`config.mk`:
```
export PLATFORM = sky130hd
export DESIGN_NAME = ew_att_step
export DESIGN_NICKNAME = d
export VERILOG_FILES = /design/src/rtl/ew_pkg.sv /design/src/rtl/ew_att_acc.sv /design/src/rtl/ew_att_step.sv
export SDC_FILE = /design/constraint.sdc
export NUM_CORES = 1
export LEC_CHECK = 0
export CAP_MARGIN = 10
export CORE_UTILIZATION = 50
export CTS_CLUSTER_DIAMETER = 60
export CTS_CLUSTER_SIZE = 30
export DETAILED_ROUTE_END_ITERATION = 7
export DONT_BUFFER_PORTS = 1
export SLEW_MARGIN = 20
export SYNTH_ARGS = -nofsm -noshare
export SYNTH_HDL_FRONTEND = slang
export SYNTH_SLANG_ARGS = --single-unit
```
`constraint.sdc`:
```
create_clock -name gclk -period 8.1 [get_ports gclk]
set_clock_uncertainty 0.15 [all_clocks]
set_input_delay 0.81 -clock gclk [delete_from_list [all_inputs] [get_ports gclk]]
set_output_delay 0.81 -clock gclk [all_outputs]
set_load 0.02 [all_outputs]
```
`src/rtl/ew_pkg.sv`:
```
// Shared definitions for the edge-walker attribute stepper: default widths,
// FSM state encoding and signed saturation limits.
package ew_pkg;

  localparam int unsigned EW_ATT_W  = 32;
  localparam int unsigned EW_LINE_W = 12;

  typedef enum logic [1:0] {
    IDLE = 2'd0,
    EMIT = 2'd1,
    FIN  = 2'd2
  } ew_state_e;

  // s15.16 saturation limits at the default attribute width
  localparam logic [EW_ATT_W-1:0] EW_ATT_MAX = {1'b0, {(EW_ATT_W-1){1'b1}}};
  localparam logic [EW_ATT_W-1:0] EW_ATT_MIN = {1'b1, {(EW_ATT_W-1){1'b0}}};

endpackage

```
`src/rtl/ew_att_acc.sv`:
```
// Attribute accumulator: holds the running attribute and its per-line slope.
// EW_ATT_STEP_CLAMP_EN selects a signed saturating add instead of wrapping.
module ew_att_acc
  import ew_pkg::*;
#(
  parameter int unsigned ATT_W = EW_ATT_W
) (
  input  logic             gclk,
  input  logic             reset_l,
  input  logic             i_load,
  input  logic             i_step,
  input  logic [ATT_W-1:0] i_att,
  input  logic [ATT_W-1:0] i_de,
  output logic [ATT_W-1:0] o_acc
);

  logic [ATT_W-1:0] r_acc;
  logic [ATT_W-1:0] r_de_s;
  logic [ATT_W-1:0] w_sum;

`ifdef EW_ATT_STEP_CLAMP_EN
  localparam logic [ATT_W-1:0] SAT_MAX = {1'b0, {(ATT_W-1){1'b1}}};
  localparam logic [ATT_W-1:0] SAT_MIN = {1'b1, {(ATT_W-1){1'b0}}};

  logic [ATT_W-1:0] w_raw;
  logic             w_ovf;

  // Overflow only when both operands share a sign the result does not
  assign w_raw = r_acc + r_de_s;
  assign w_ovf = (r_acc[ATT_W-1] == r_de_s[ATT_W-1]) &&
                 (w_raw[ATT_W-1] != r_acc[ATT_W-1]);
  assign w_sum = w_ovf ? (r_acc[ATT_W-1] ? SAT_MIN : SAT_MAX) : w_raw;
`else
  assign w_sum = r_acc + r_de_s;
`endif

  always_ff @(posedge gclk or negedge reset_l) begin
    if (!reset_l) begin
      r_acc  <= '0;
      r_de_s <= '0;
    end else if (i_load) begin
      r_acc  <= i_att;
      r_de_s <= i_de;
    end else if (i_step) begin
      r_acc  <= w_sum;
    end
  end

  assign o_acc = r_acc;

endmodule

```
`src/rtl/ew_att_step.sv`:
```
// Edge-walker attribute stepper: emits one attribute per scanline to the span
// buffer. Optional saturation via EW_ATT_STEP_CLAMP_EN (see ew_att_acc).
module ew_att_step
  import ew_pkg::*;
#(
  parameter int unsigned ATT_W  = EW_ATT_W,
  parameter int unsigned LINE_W = EW_LINE_W
) (
  input  logic              gclk,
  input  logic              reset_l,
  input  logic              start,
  input  logic [ATT_W-1:0]  att_d_in,
  input  logic [ATT_W-1:0]  de,
  input  logic [LINE_W-1:0] num_lines,
  input  logic              ew_stall_attr,
  input  logic              span_ready,
  output logic              span_valid,
  output logic [ATT_W-1:0]  span_att,
  output logic              span_last,
  output logic              busy,
  output logic              done
);

  ew_state_e         r_state;
  ew_state_e         w_state_nxt;
  logic [LINE_W-1:0] r_cnt;
  logic [LINE_W-1:0] w_cnt_nxt;
  logic              r_span_valid;
  logic              r_span_last;
  logic              r_busy;
  logic              r_done;
  logic              w_load;
  logic              w_step;
  logic              w_accept;
  logic [ATT_W-1:0]  w_acc;

  assign w_accept = r_span_valid & span_ready & ~ew_stall_attr;

  ew_att_acc #(
    .ATT_W (ATT_W)
  ) u_acc (
    .gclk    (gclk),
    .reset_l (reset_l),
    .i_load  (w_load),
    .i_step  (w_step),
    .i_att   (att_d_in),
    .i_de    (de),
    .o_acc   (w_acc)
  );

  // State, line counter and registered handshake outputs
  always_ff @(posedge gclk or negedge reset_l) begin
    if (!reset_l) begin
      r_state      <= IDLE;
      r_cnt        <= '0;
      r_span_valid <= 1'b0;
      r_span_last  <= 1'b0;
      r_busy       <= 1'b0;
      r_done       <= 1'b0;
    end else begin
      r_state      <= w_state_nxt;
      r_cnt        <= w_cnt_nxt;
      r_span_valid <= (w_state_nxt == EMIT);
      r_span_last  <= (w_state_nxt == EMIT) && (w_cnt_nxt == LINE_W'(1));
      r_busy       <= (w_state_nxt != IDLE);
      r_done       <= (w_state_nxt == FIN);
    end
  end

  // Next state and accumulator control
  always_comb begin
    w_state_nxt = r_state;
    w_cnt_nxt   = r_cnt;
    w_load      = 1'b0;
    w_step      = 1'b0;
    case (r_state)
      IDLE: begin
        if (start) begin
          if (num_lines != '0) begin
            w_load      = 1'b1;
            w_cnt_nxt   = num_lines;
            w_state_nxt = EMIT;
          end else begin
            w_state_nxt = FIN;
          end
        end
      end
      EMIT: begin
        if (w_accept) begin
          w_step    = 1'b1;
          w_cnt_nxt = r_cnt - LINE_W'(1);
          if (r_cnt == LINE_W'(1)) begin
            w_state_nxt = FIN;
          end
        end
      end
      FIN: begin
        w_state_nxt = IDLE;
      end
      default: begin
        w_state_nxt = IDLE;
      end
    endcase
  end

  assign span_valid = r_span_valid;
  assign span_att   = w_acc;
  assign span_last  = r_span_last;
  assign busy       = r_busy;
  assign done       = r_done;

endmodule

```
# After elaboration in Yosys (flattened, before gate mapping)
# Cells that the tools add are included.
[totals]
elab_cells = 39
inputBits = 81
output_inout_bits = 36
reg_bits = 82
[classes]
n_bitwise = 3
reduce_logical = 5
eq_ne = 5
add_sub_neg = 2
mux = 16
[ops]
columns = ["operator", "n"]
rows = [
  ["32-bit two-way mux", 2],
  ["12-bit two-way mux", 3],
  ["32-bit adder", 1],
  ["12-bit by 1-bit == test with 1-bit output (second input constant)", 2],
  ["12-bit case mux with 2 select lines", 1],
  ["12-bit nonzero test", 1],
  ["12-bit by 1-bit subtractor with 12-bit output (second input constant)", 1],
  ["2-bit two-way mux", 4],
  ["1-bit two-way mux", 5],
  ["2-bit by 1-bit == test with 1-bit output (second input constant)", 2],
  ["2-bit case mux with 2 select lines", 1],
  ["2-bit nonzero test", 2],
  ["1-bit AND", 2],
  ["2-bit == test (second input constant)", 1],
  ["2-bit zero test", 1],
  ["1-bit logical AND", 1],
  ["1-bit inverter", 1],
]

# Longest topological paths before layout
[depth]
word_depth = 6
mapped_depth = 11
ltp_nobuf = 11

# By module
# From an unflattened synthesis, not the netlist that was laid out.
[hier_totals]
hier_cells = 568
hier_area_um2 = 5529.1
[modules_own_cells]
columns = ["mod", "seq_area_each_um2", "area_per_inst_um2", "instances", "cells_each"]
rows = [
  ["ew_att_acc", 1601.5, 4240.3, 1, 431],
  ["ew_att_step", 450.4, 1288.7, 1, 137],
]

# Least setup slack after synthesis
# No wires, ideal clock.
[synth_path]
path_kind = "register -> register"
startpoint = "register u_acc.r_acc[0], in the netlist u_acc.o_acc[0]"
endpoint = "register u_acc.r_acc[30], in the netlist u_acc.o_acc[30]"
synth_period_minus_slack_ps = 3034
setup_time_ps = 77
path_stages_with_launch = 12
required_ps = 7873
arrival_time_ps = 2806
n_path_buf = 0
path_slack_ps = 5066
path_cell_list = "dfrtp_1 ha_1 inv_1 fa_1 nor2b_1 o31a_1 a2bb2oi_1 a211oi_2 a2111oi_0 o31ai_1 xor2_1 a21oi_1"
[synth_via]
elab_chain_cells = 3
[synth_lines]
columns = ["element", "line", "rtl"]
rows = [
  ["start, declared", "ew_att_acc.sv:17", "logic [ATT_W-1:0] r_acc;"],
  ["start signal, assigned", "ew_att_acc.sv:42", "r_acc <= i_att;"],
  ["start signal, assigned", "ew_att_acc.sv:45", "r_acc <= w_sum;"],
  ["32-bit adder", "ew_att_acc.sv:34", "assign w_sum = r_acc + r_de_s;"],
  ["32-bit two-way mux", "ew_att_acc.sv:44", "end else if (i_step) begin"],
  ["32-bit two-way mux", "ew_att_acc.sv:41", "end else if (i_load) begin"],
]
# Every way passes these cells. The select of a mux whose other input is x is not followed.
# A chain may end at the register's enable or synchronous reset.

# Worst setup path after layout
# Same ends and word-level chain as after synthesis.

==> out/results.tsv <==
stage	metric	value	unit
yosys	synth-simple-area-share	0.2463	
yosys	synth_area_leaders	dfrtp_1 39%, nand2_1 11%, ha_1 7.9%, a21oi_1 6.2%, nor2_1 3.4%	
cells_and_area	seqCellArea	2052	sq um
setup_path	crit_type	flop to flop	
yosys	yosys.cell_count.top_type	nand2_1	
placed_design	place_congestion	0.9175	
detailed_routing	drt-initial-drc-count	221	
clock_network	cts_sinks	82	
yosys	yosysSeqAreaShare	0.3903	
placed_design	placed_cell_area	5369	sq um
clock_network	root_buffer	clkbuf_8	
global_routing	grt_start_max_net_pins	83	
pwr	p_leak	0.002497	uW
cells_and_area	multi_input_area	3079	sq um
detailed_routing	vias	4560	
yosys	synth_area	5258	sq um
cells_and_area	fillerInstances	1005	
clock_network	clockBufferDepth	2	
yosys	synth_compound_area_frac	0.2201	
die	die-width	104.5	um
yosys	avgSynthCellArea	8.280	sq um
cells_and_area	drive_gt1_frac	0.04897	
detailed_routing	drt-total-wl	13430	um
sta	final.setup.tns	0	ns
clock_network	postCtsSetupBuffers	0	
yosys	synth_top_area_frac	0.3903	
global_routing	grt_pass1_vias	4414	
cells_and_area	area_growth	7.092	%
sta	worst_slew_pin_slew	0.9867	ns
cells_and_area	utilization	0.5478	
die	io_pins	117	
placed_design	hpwl	9712	um
setup_path	critPathLaunchType	flop	
die	die_area	10930	sq um
sta	fin_crit	3.540	ns
setup_path	cp.arrival	3.69	ns
clock_network	cts_buffers	9	
yosys	synth_edf_count	0	
setup_path	critPathMaxFanout	7	
yosys	synth_xor_xnor_area_share	0.02665	
die	start_util	0.5116	
die	core_region_area	10280	sq um
sta	maxSlewViolCount	0	
detailed_routing	viasPerCell	5.930	
clock_network	clk_latency	0.37	ns
yosys	yosys_register_bits	82	
min_path	hold_path.class	primary input to asynchronous set/reset pin	
cells_and_area	antenna_cells	0	
yosys	synth_nets	750	
yosys	ys_warn_count	0	
yosys	synthArstFlopShare	1.000	
detailed_routing	antenna_left	0	
sta	fin_crit_sh	0.4371	
setup_path	required	8.25	ns
yosys	synthCells	635	
clock_network	htree_levels	3	
detailed_routing	routedWlPerCell	17.47	um
yosys	synthAdderAreaFrac	0.08234	
sta	max_freq	282.5	MHz
global_routing	antenna_found_initial	0	
die	rows	37	
sta	setup_violations	0	
global_routing	grtUsageTotal	0.2551	
global_routing	overflow	0	
flow_run	drv_cap	0	
sta	slew_headroom	0.3422	
detailed_routing	drc	0	
outcome	outcome	completed	
pwr	p_per_area	452.5	nW/um^2
yosys	synth_mux_area_frac	0.009757	
placed_design	port_buffers	0	
yosys	yosys.area.top_type	dfrtp_1	
yosys	synth_top_flop_cell	dfrtp_1	
sta	rsz0062_at_grt	no	
yosys	ys_top_cells_by_count	158 x nand2_1, 82 x dfrtp_1, 65 x a21oi_1	
detailed_routing	first_pass_iters	4	
cells_and_area	fin_area	5630	sq um
sta	finalHoldViolations	0	
cells_and_area	final_nets	743	
global_routing	grt_pass1_wl	22140	um
yosys	synth_top_family_by_area	simple AND/OR/NAND/NOR gates	
yosys	ys_types	65	
clock_network	cts.clk_slew.worst_paths	0.08	ns
die	die_h	104.5	um
clock_network	cts_tree	yes	
setup_path	endpoint_kind	flop	
pwr	ir_drop	196.9	uV
-- path summary, 6_finish.rpt --
check | slack [ns] | to | from | depth (start not counted)
setup / recovery | 4.56 | u_acc.o_acc[30]$_DFFE_PN0P_ | u_acc.o_acc[0]$_DFFE_PN0P_ | 11
hold / removal | 0.18 | r_cnt[9]$_DFF_PN0_ | reset_l | 1
setup reg to reg | 4.56 | u_acc.o_acc[30]$_DFFE_PN0P_ | u_acc.o_acc[0]$_DFFE_PN0P_ | 11
hold reg to reg | 0.33 | u_acc.r_de_s[8]$_DFFE_PN0P_ | u_acc.r_de_s[8]$_DFFE_PN0P_ | 2
max in group asynchronous | 7.26 | u_acc.r_de_s[28]$_DFFE_PN0P_ | reset_l | 1
min in group gclk | 0.33 | u_acc.r_de_s[8]$_DFFE_PN0P_ | u_acc.r_de_s[8]$_DFFE_PN0P_ | 2
-- repair_timing --
| action | CTS | global route |
|---|---|---|
| gates resized for setup | 0 | 0 |
| hold endpoints to repair | 82 | 0 |
| setup endpoints to repair | 0 | 0 |
| hold buffers | 1 | 0 |
-- critical path: stages (launching register included) --
cell and delay, ns:
dfrtp_1 0.51, ha_1 0.24, inv_1 0.06, fa_1 0.39, nor2b_1 0.19, o31a_1 0.22
a2bb2oi_1 0.34, a211oi_2 0.22, a2111oi_0 0.64, o31ai_1 0.19, xor2_1 0.17, a21oi_1 0.14
-- sequential cells by signal (all words and copies together), names as in the netlist --
| name | flops |
|---|---|
| u_acc.o_acc | 32 |
| r_state | 2 |
| r_cnt | 12 |
| span_valid | 1 |
| busy | 1 |
| span_last | 1 |
| u_acc.r_de_s | 32 |
| done | 1 |
-- power by group --
part           switching, uW  total (uW)  leakage (uW)  internal (uW)
clock network            159         364      0.000114            205
logic                    770        1330       0.00137            558
registers                263         856       0.00101            593
total                   1190        2550       0.00250           1360
-- metal layers --
| metal | vias up | global-route usage | wire [um] | part of all wire |
|---|---|---|---|---|
| met3 | 18 | 0.04554 | 680 | 0.051 |
| met1 | 2175 | 0.3468 | 6211 | 0.46 |
| li1 | 2251 | - | - | - |
| met2 | 116 | 0.4054 | 6286 | 0.47 |
| met5 | - | 0 | 0 | 0 |
| met4 | 0 | 0.09592 | 253 | 0.019 |
-- metrics by stage --
stage | setup slack (ns) | power [uW] | instances | hold slack, ns
5_1_grt | 4.344 | 2768 | 769 | 0.2253
3_3_place_gp | 4.523 | 2145 | 752 | 0.3144
4_1_cts | 4.576 | 2551 | 769 | 0.2061
3_5_place_dp | 4.417 | 2169 | 752 | 0.3204
6_report | 4.560 | 2548 | 769 | 0.1781
2_1_floorplan | 5.066 | 1881 | 635 | 0.2997
-- layout by cell type (no fill, tap or decap), drive strengths merged, types with 8 or more instances in the layout --
master / Yosys / layout
a21o: 10 / 10
inv: 12 / 12
ha: 33 / 33
dfrtp: 82 / 82
o21bai: 8 / 8
nand3: 12 / 12
nor2: 49 / 49
clkbuf: 20 / 11
nor3: 12 / 12
o21ai: 40 / 40
a21oi: 65 / 65
nand2: 158 / 158
xnor2: 11 / 11
-- final cells by class --
| class | count | area share |
|---|---|---|
| Inverter | 12 | 0.008000 |
| Timing Repair Buffer | 4 | 0.008889 |
| Multi-Input combinational cell | 519 | 0.5469 |
| Clock buffer | 11 | 0.02333 |
| Sequential cell | 82 | 0.3644 |
| Tap cell | 136 | 0.03022 |
| Clock inverter | 5 | 0.01822 |
-- kinds of logic after synthesis --
group | Yosys count
flip-flops | 82
buffers and inverters | 34
XOR/XNOR | 16
adder cells (fa/ha/maj) | 34
multiplexers | 5
AND/OR/NAND/NOR | 281
AO/OA/AOI/OAI | 183
(Power assumes the default switching activity.)
